===== src/rtl/block_draw.sv =====
// Rasterises a WIDTH x HEIGHT solid block at (pos_x, Y_TOP), one pixel per clock, scrolling left per frame tick.
// Optional BLOCK_DRAW_CLIP_EN blanks pixels at or beyond X_MAX without changing draw latency.
module block_draw #(
   parameter logic [10:0] X_START = 11'd100,
   parameter logic [10:0] Y_TOP   = 11'd100,
   parameter logic [7:0]  WIDTH   = 8'd4,
   parameter logic [7:0]  HEIGHT  = 8'd2,
   parameter logic [2:0]  COLOUR  = 3'b111,
   parameter logic [10:0] STEP    = 11'd4,
   parameter logic [10:0] X_MAX   = 11'd160
) (
   input  logic        clock,
   input  logic        resetn,
   input  logic        shape_reset,
   input  logic        draw_start,
   input  logic        update_screen,
   output logic [10:0] x,
   output logic [10:0] y,
   output logic [2:0]  colour,
   output logic        draw_done,
   output logic [10:0] pos_x
);

   typedef enum logic [1:0] {IDLE, DRAW, DONE} state_t;

   localparam logic [7:0] W_LAST = WIDTH - 8'd1;
   localparam logic [7:0] H_LAST = HEIGHT - 8'd1;

   state_t      state_q, state_d;
   logic [7:0]  cx_q, cx_d;
   logic [7:0]  cy_q, cy_d;
   logic [10:0] pos_x_q, pos_x_d;
   logic        pend_q, pend_d;

   logic [10:0] moved_x;
   logic        move_req;
   logic        last_px;

   // Wrap to the start column rather than underflow past the left edge.
   assign moved_x  = (pos_x_q < STEP) ? X_START : (pos_x_q - STEP);
   assign move_req = pend_q | update_screen;
   assign last_px  = (cx_q == W_LAST) && (cy_q == H_LAST);

   always_ff @(posedge clock or negedge resetn) begin
      if (!resetn) begin
         state_q <= IDLE;
         cx_q    <= 8'd0;
         cy_q    <= 8'd0;
         pos_x_q <= X_START;
         pend_q  <= 1'b0;
      end else begin
         state_q <= state_d;
         cx_q    <= cx_d;
         cy_q    <= cy_d;
         pos_x_q <= pos_x_d;
         pend_q  <= pend_d;
      end
   end

   always_comb begin
      state_d = state_q;
      cx_d    = cx_q;
      cy_d    = cy_q;
      pos_x_d = pos_x_q;
      pend_d  = pend_q;
      if (shape_reset) begin
         state_d = IDLE;
         cx_d    = 8'd0;
         cy_d    = 8'd0;
         pos_x_d = X_START;
         pend_d  = 1'b0;
      end else begin
         unique case (state_q)
            IDLE: begin
               if (update_screen) pos_x_d = moved_x;
               if (draw_start) begin
                  state_d = DRAW;
                  cx_d    = 8'd0;
                  cy_d    = 8'd0;
               end
            end
            DRAW: begin
               // Moves are deferred to the frame boundary so a frame never straddles two positions.
               if (!draw_start || last_px) begin
                  state_d = draw_start ? DONE : IDLE;
                  cx_d    = 8'd0;
                  cy_d    = 8'd0;
                  pend_d  = 1'b0;
                  if (move_req) pos_x_d = moved_x;
               end else begin
                  pend_d = move_req;
                  if (cx_q == W_LAST) begin
                     cx_d = 8'd0;
                     cy_d = cy_q + 8'd1;
                  end else begin
                     cx_d = cx_q + 8'd1;
                  end
               end
            end
            DONE: begin
               if (update_screen) pos_x_d = moved_x;
               if (!draw_start) state_d = IDLE;
            end
            default: state_d = IDLE;
         endcase
      end
   end

   assign x         = pos_x_q + {3'b000, cx_q};
   assign y         = Y_TOP + {3'b000, cy_q};
   assign draw_done = (state_q == DONE);
   assign pos_x     = pos_x_q;

`ifdef BLOCK_DRAW_CLIP_EN
   assign colour = ((state_q == DRAW) && (x < X_MAX)) ? COLOUR : 3'b000;
`else
   assign colour = (state_q == DRAW) ? COLOUR : 3'b000;
`endif

endmodule


===== config.mk =====
export PLATFORM = sky130hd
export DESIGN_NAME = block_draw
export DESIGN_NICKNAME = d
export VERILOG_FILES = /design/src/rtl/block_draw.sv
export SDC_FILE = /design/constraint.sdc
export NUM_CORES = 1
export LEC_CHECK = 0
export CAP_MARGIN = 20
export CORE_ASPECT_RATIO = 1.75
export CORE_MARGIN = 2
export CORE_UTILIZATION = 56
export DETAILED_ROUTE_END_ITERATION = 8
export PLACE_DENSITY = 0.89
export RECOVER_POWER = 100
export SLEW_MARGIN = 20
export SYNTH_ARGS = -nofsm -noshare
export SYNTH_HDL_FRONTEND = slang
export SYNTH_SLANG_ARGS = --single-unit

===== constraint.sdc =====
create_clock -name clock -period 4.12 [get_ports clock]
set_clock_uncertainty 0.15 [all_clocks]
set_input_delay 0.824 -clock clock [delete_from_list [all_inputs] [get_ports clock]]
set_output_delay 0.824 -clock clock [all_outputs]
set_load 0.01 [all_outputs]

==> impl_results.md, run 1 <==
- Fin. Hold Viols: 0
- Worst-Skew Late Latency: 0.28 ns
- Measured slew at the worst slew-check pin: 1.58 ns
- Crit Path Class: reg -> out
- RSZ-0062 raised after global routing: no
- First-pass GRT wire length: 8.82 mm
- Die width: 51.0 um
- Status: finished, violations left
- Max-Cap Viols: 1
- H-Tree Depth: 1
- CP Launch Type: flip-flop
- CTS tree: done
- Initial Utilization: 59.0%
- Asr flop ratio synth: 100%
- Tcrit/Tclk final: 91.8%
- XOR/XNOR Fraction of Synth Area: 7.70%
- Combinational family with the most area after synthesis: compound AO/OA/AOI/OAI gates
- Routed length per instance: 16.7 um
- Antenna violations before repair: 0
- # diodes: 0
- Ys Warns: 0
- Main synth FF type: dfrtp_1
- Post-Syn Area: 0.00216 sq mm
- Die Area: 0.00439 sq mm
- IO Pins: 42
- Final core utilization: 70.5%
- Hold Crit Class: reg -> reg
- CP arrival: 2.81 ns
- Peak VDD IR: 0.242 mV
- Met3 Track Usage GR: 2.41%
- Drt drc: 0
- CTS hold repair buffers: 0
- Vias in the first global route: 1925
- CP max stage delay: 0.70 ns
- Synth Area per Inst: 8.97 sq um
- Input/output buffers: 37
- Fin Setup TNS: 0 ns
- M1 GR Usage: 28.4%
- Post-Synthesis Cells: 241
- Lkg Pwr: 1.13 nW
- Die span in y: 86.2 um
- Via-to-Cell Ratio: 6.22
- Max Fclk: 0.264 GHz
- Final setup vio count: 0
- Register area share after synthesis: 32.6%
- Grt peak-use layer: met2
- TritonCTS Buffers: 3
- Detailed Route WL: 5.31 mm
- Drt first pass iters: 4
- Pwr/cell area: 269 mW/mm^2
- All-Layer GR Usage: 25.5%
- Worst Path Required: 3.15 ns
- Worst-path cell chain: ha_1 > nor2_1 > nor2b_1 > a2111oi_0 > nand3b_1 > dlygate4sd3_1
- Number of distinct library cells after synthesis: 60
- Share of cells above drive strength 1: 4.80%
- Synth Area in Simple Gates: 18.5%
- CP Max Fanout: 9
- FF+latch count, synth: 28
- Postcts setup bufs: 0
- Mux share of post-synthesis cell area: 1.45%
- Adder-cell share of the synthesized area: 7.52%
- Post-synth EDFFs: 0
- Endpoint class of the critical path: primary output
- Compound-Gate Fraction of Synth Area: 25.0%
- RD Place Congestion: 0.910
- Syn-to-layout area delta: 19.4%
- Final nets: 290
- Max Root-Sink Buffers: 2
- Root Driver: clkbuf_8
- DR iter-0 viols: 48
- Largest net degree at the start of global routing: 29
- Slowest stage cell on the critical path: dfstp_1
- DP HPWL: 4.08 mm
- Worst-path clk slew: 0.10 ns
- Via count: 1972
- Total gr overflow: 0
- Site row count: 29
- Failing checks: max-capacitance violations, max-slew violations
- Core area: 0.00366 sq mm
- Grt met2 use: 47.7%
- Slew Viols, Final: 29
- Post-CTS sizing: 0
- DRT antenna net count: 0
- Slew HR: -5.36%
- Clock period minus worst slack: 3.78 ns
- Clk sinks: 28
==> state kept, by name, summed over array words and instances, names as in the netlist <==
signal	flops
cy_q	8
cx_q	8
state_q	2
pos_x	9
pend_q	1
==> worst paths after layout <==
| kind | start | end | slack (ns) | depth (start not counted) |
|---|---|---|---|---|
| max | pos_x[5] | x[9] | 0.34 | 6 |
| min | pend_q | pend_q | 0.37 | 1 |
| max reg2reg | cx_q[0] | pos_x[3] | 1.55 | 5 |
| min reg2reg | pend_q | pend_q | 0.37 | 1 |
| max in group asynchronous | resetn | pos_x[7] | 1.58 | 2 |
| min in group asynchronous | resetn | cx_q[1] | 1.30 | 2 |
==> cells in the final DEF, fill, tap and decap left out, types with 4 or more instances in the layout <==
cell           Yosys  layout
o21ai_0            8       8
xor2_1            12      12
nand3_1            5       5
a211oi_1           6       6
xnor2_1            7       7
o22ai_1            6       6
o211ai_1           5       5
nand4_1            4       4
nor3_1             6       6
a21o_1             5       5
nand2b_1           5       5
conb_1             1       5
nor2_1            18      18
dfrtp_1           25      25
nand2_1           12      12
ha_1              13      13
a21oi_1           13      13
dlygate4sd3_1      0      34
inv_1             13      13
==> metal layers <==
metal  routed length (um)  vias up  share of wire [%]
li1                     -      950                  -
met2                 3010       49                 57
met1                 2030      962                 38
met3                  126       11                2.4
met5                    0        -                  0
met4                  134        0                2.5
==> cells by family after synthesis <==
kind of cell,after synthesis
simple gates,71
compound gates,75
buf+inv,31
flops,28
fa+ha+maj,13
xor+xnor,19
mux,3
other cells,1
==> Yosys cell counts, drive strengths merged, types with 6 or more instances <==
cell type | instances | area, sq um
inv | 13 | 48.8
buf | 13 | 86.3
nor3 | 6 | 30.0
a211oi | 6 | 45.0
xor2 | 12 | 105
nand2 | 12 | 45.0
dfrtp | 25 | 626
o22ai | 6 | 37.5
a21oi | 13 | 65.1
nand2b | 6 | 40.0
xnor2 | 7 | 61.3
ha | 13 | 163
nor2 | 18 | 67.6
o21ai | 9 | 45.0
==> report_power, final <==
group	internal, mW	leakage [nW]	switching (mW)	total (mW)
registers	0.289	0.375	0.0220	0.311
logic	0.0755	0.717	0.0887	0.164
clock network	0.130	0.0357	0.0899	0.220
total	0.495	1.13	0.201	0.695
==> cell type report <==
type	count	area (sq um)
multi-input cells	186	1320
clock buffers	3	41.3
well taps	46	57.6
fillers	308	1080
clock inverters	1	30.0
repair buffers	40	382
flip-flops and latches	28	704
inverters	13	48.8
==> critical path, delay by kind of cell (launching register included) <==
| kind | cells | cell delay (ns) |
|---|---|---|
| adder cells (fa/ha/maj) | 1 | 0.33 |
| buffers and inverters | 1 | 0.60 |
| AO/OA/AOI/OAI | 1 | 0.52 |
| flip-flops | 1 | 0.70 |
| AND/OR/NAND/NOR | 3 | 0.39 |
==> through the flow <==
step / power (mW) / setup slack, ns / cells / hold WS [ns] / instance area (sq um)
6_report: 0.695 / 0.337 / 317 / 0.368 / 2580
5_1_grt: 0.726 / 0.152 / 317 / 0.380 / 2580
4_1_cts: 0.708 / 0.576 / 317 / 0.372 / 2590
3_5_place_dp: 0.491 / 0.892 / 313 / 0.350 / 2520
3_3_place_gp: 0.485 / 1.04 / 313 / 0.325 / 2520
2_1_floorplan: 0.416 / 1.57 / 245 / 0.316 / 2180
Note: power is estimated with default switching activity, not from simulation.
==> inputs of run 2 (changes only) <==
--- a/config.mk
+++ b/config.mk
@@ -7,9 +7,9 @@
 export LEC_CHECK = 0
 export CAP_MARGIN = 20
 export CORE_ASPECT_RATIO = 1.75
-export CORE_MARGIN = 2
 export CORE_UTILIZATION = 56
 export DETAILED_ROUTE_END_ITERATION = 8
+export HOLD_SLACK_MARGIN = 0.08
 export PLACE_DENSITY = 0.89
 export RECOVER_POWER = 100
 export SLEW_MARGIN = 20
==> impl_results.md, run 2 (synthesized netlist as in run 1, its figures left out) <==
- IO Pins: 42
- Drt drc: 0
- Worst-path clk slew: 0.10 ns
- RSZ-0062 raised after global routing: no
- First-pass GRT wire length: 8.83 mm
- Syn-to-layout area delta: 18.7%
- Slew HR: -4.38%
- Failing checks: max-capacitance violations, max-slew violations
- Total gr overflow: 0
- Crit path depth: 6
- CP Max Fanout: 9
- Post-Place Cells: 313
- Largest net degree at the start of global routing: 29
- Site row count: 29
- Power Total: 0.648 mW
- DRT antenna net count: 0
- Max-Cap Viols: 1
- Crit Path Class: reg -> out
- Hold path cells: 1
- DR iter-0 viols: 56
- RD Place Congestion: 0.915
- Clk sinks: 28
- Measured slew at the worst slew-check pin: 1.57 ns
- H-Tree Depth: 1
- Pwr/cell area: 252 mW/mm^2
- Final instance area: 0.00257 sq mm
- Hold Crit Class: reg -> reg
- Via-to-Cell Ratio: 6.22
- CP Launch Type: flip-flop
- # diodes: 0
- Die Area: 0.00412 sq mm
- Worst reg2reg path depth: 5
- TritonCTS Buffers: 3
- Placement Setup Slack: 0.968 ns
- Setup WS post-layout: 0.429 ns
- Clock period minus worst slack: 3.69 ns
- Die width: 49.0 um
- Worst-path cell chain: ha_1 > nor2_1 > nor2b_1 > a2111oi_0 > nand3b_1 > dlygate4sd3_1
- Status: finished, violations left
- CTS hold repair buffers: 0
- Detailed Route WL: 5.21 mm
- Lkg Pwr: 1.12 nW
- Final setup vio count: 0
- Worst Path Required: 3.15 ns
- Worst-Skew Late Latency: 0.28 ns
- Max reg flops: 9
- Input/output buffers: 37
- FF-to-FF Start: cx_q[0]
- Origin of the worst setup path: pos_x[5]
- Root Driver: clkbuf_8
- Non-Filler Instances: 317
- Die span in y: 84.2 um
- Endpoint class of the critical path: primary output
- Initial Utilization: 59.0%
- Hold slack: 0.366 ns
- Vias in the first global route: 2033
- Final nets: 290
- Final core utilization: 70.0%
- Slew Viols, Final: 29
- CP arrival: 2.72 ns
- Via count: 1971
- Commonest non-fill, non-tap cell in the layout: dlygate4sd3_1
- CP max stage delay: 0.71 ns
- Most frequent cells in the layout: dlygate4sd3_1 (33), dfrtp_1 (25), nor2_1 (18)
- Drt first pass iters: 4
- Postcts setup bufs: 0
- Fin. Hold Viols: 0
- Post-CTS sizing: 0
- CTS tree: done
- Tcrit/Tclk final: 89.6%
- Max Fclk: 0.271 GHz
- Max Root-Sink Buffers: 2
- Hold Crit Start: pend_q
- Peak VDD IR: 0.225 mV
- Crit path max-delay family: flip-flops
- Core area: 0.00366 sq mm
- Antenna violations before repair: 0
- Fin Setup TNS: 0 ns
- Area of the multi-input gates: 0.00132 sq mm
- Placed cell area: 0.00252 sq mm
- All-Layer GR Usage: 26.8%
- Slowest stage cell on the critical path: dfstp_1
- Share of cells above drive strength 1: 4.80%
- DP HPWL: 3.98 mm
- Sequential cell area: 704 sq um
- Routed length per instance: 16.4 um
- Fillers: 308
- Worst Path Buf+Inv: 1
## run 2: area by class of cell
cell class	instances	share of cell area [%]
inverter	13	1.90
sequential	28	27.5
multi-input combinational	186	51.4
tap	46	2.24
clock buffer	4	2.15
timing repair buffer	40	14.9
## run 2: worst paths after layout
path	end	slack, ns
worst min register to register	pend_q	0.37
worst max-delay path	x[9]	0.43
max in group asynchronous	pos_x[4]	1.61
worst min-delay path	pend_q	0.37
min in group asynchronous	cx_q[2]	1.31
worst max register to register	pos_x[3]	1.57
## run 2: power by group
part | switching [mW] | internal, mW
combinational | 0.0868 | 0.0749
clock | 0.0896 | 0.0857
sequential | 0.0216 | 0.289
total | 0.198 | 0.450
## run 2: layer usage
layer  track usage, %  share of wire (%)  vias to the layer above
met5                0                  0                        -
met1             27.8                 38                      953
met2             52.1                 57                       57
li1                 -                  -                      947
met4             12.6                2.6                        0
met3             2.17                2.5                       14
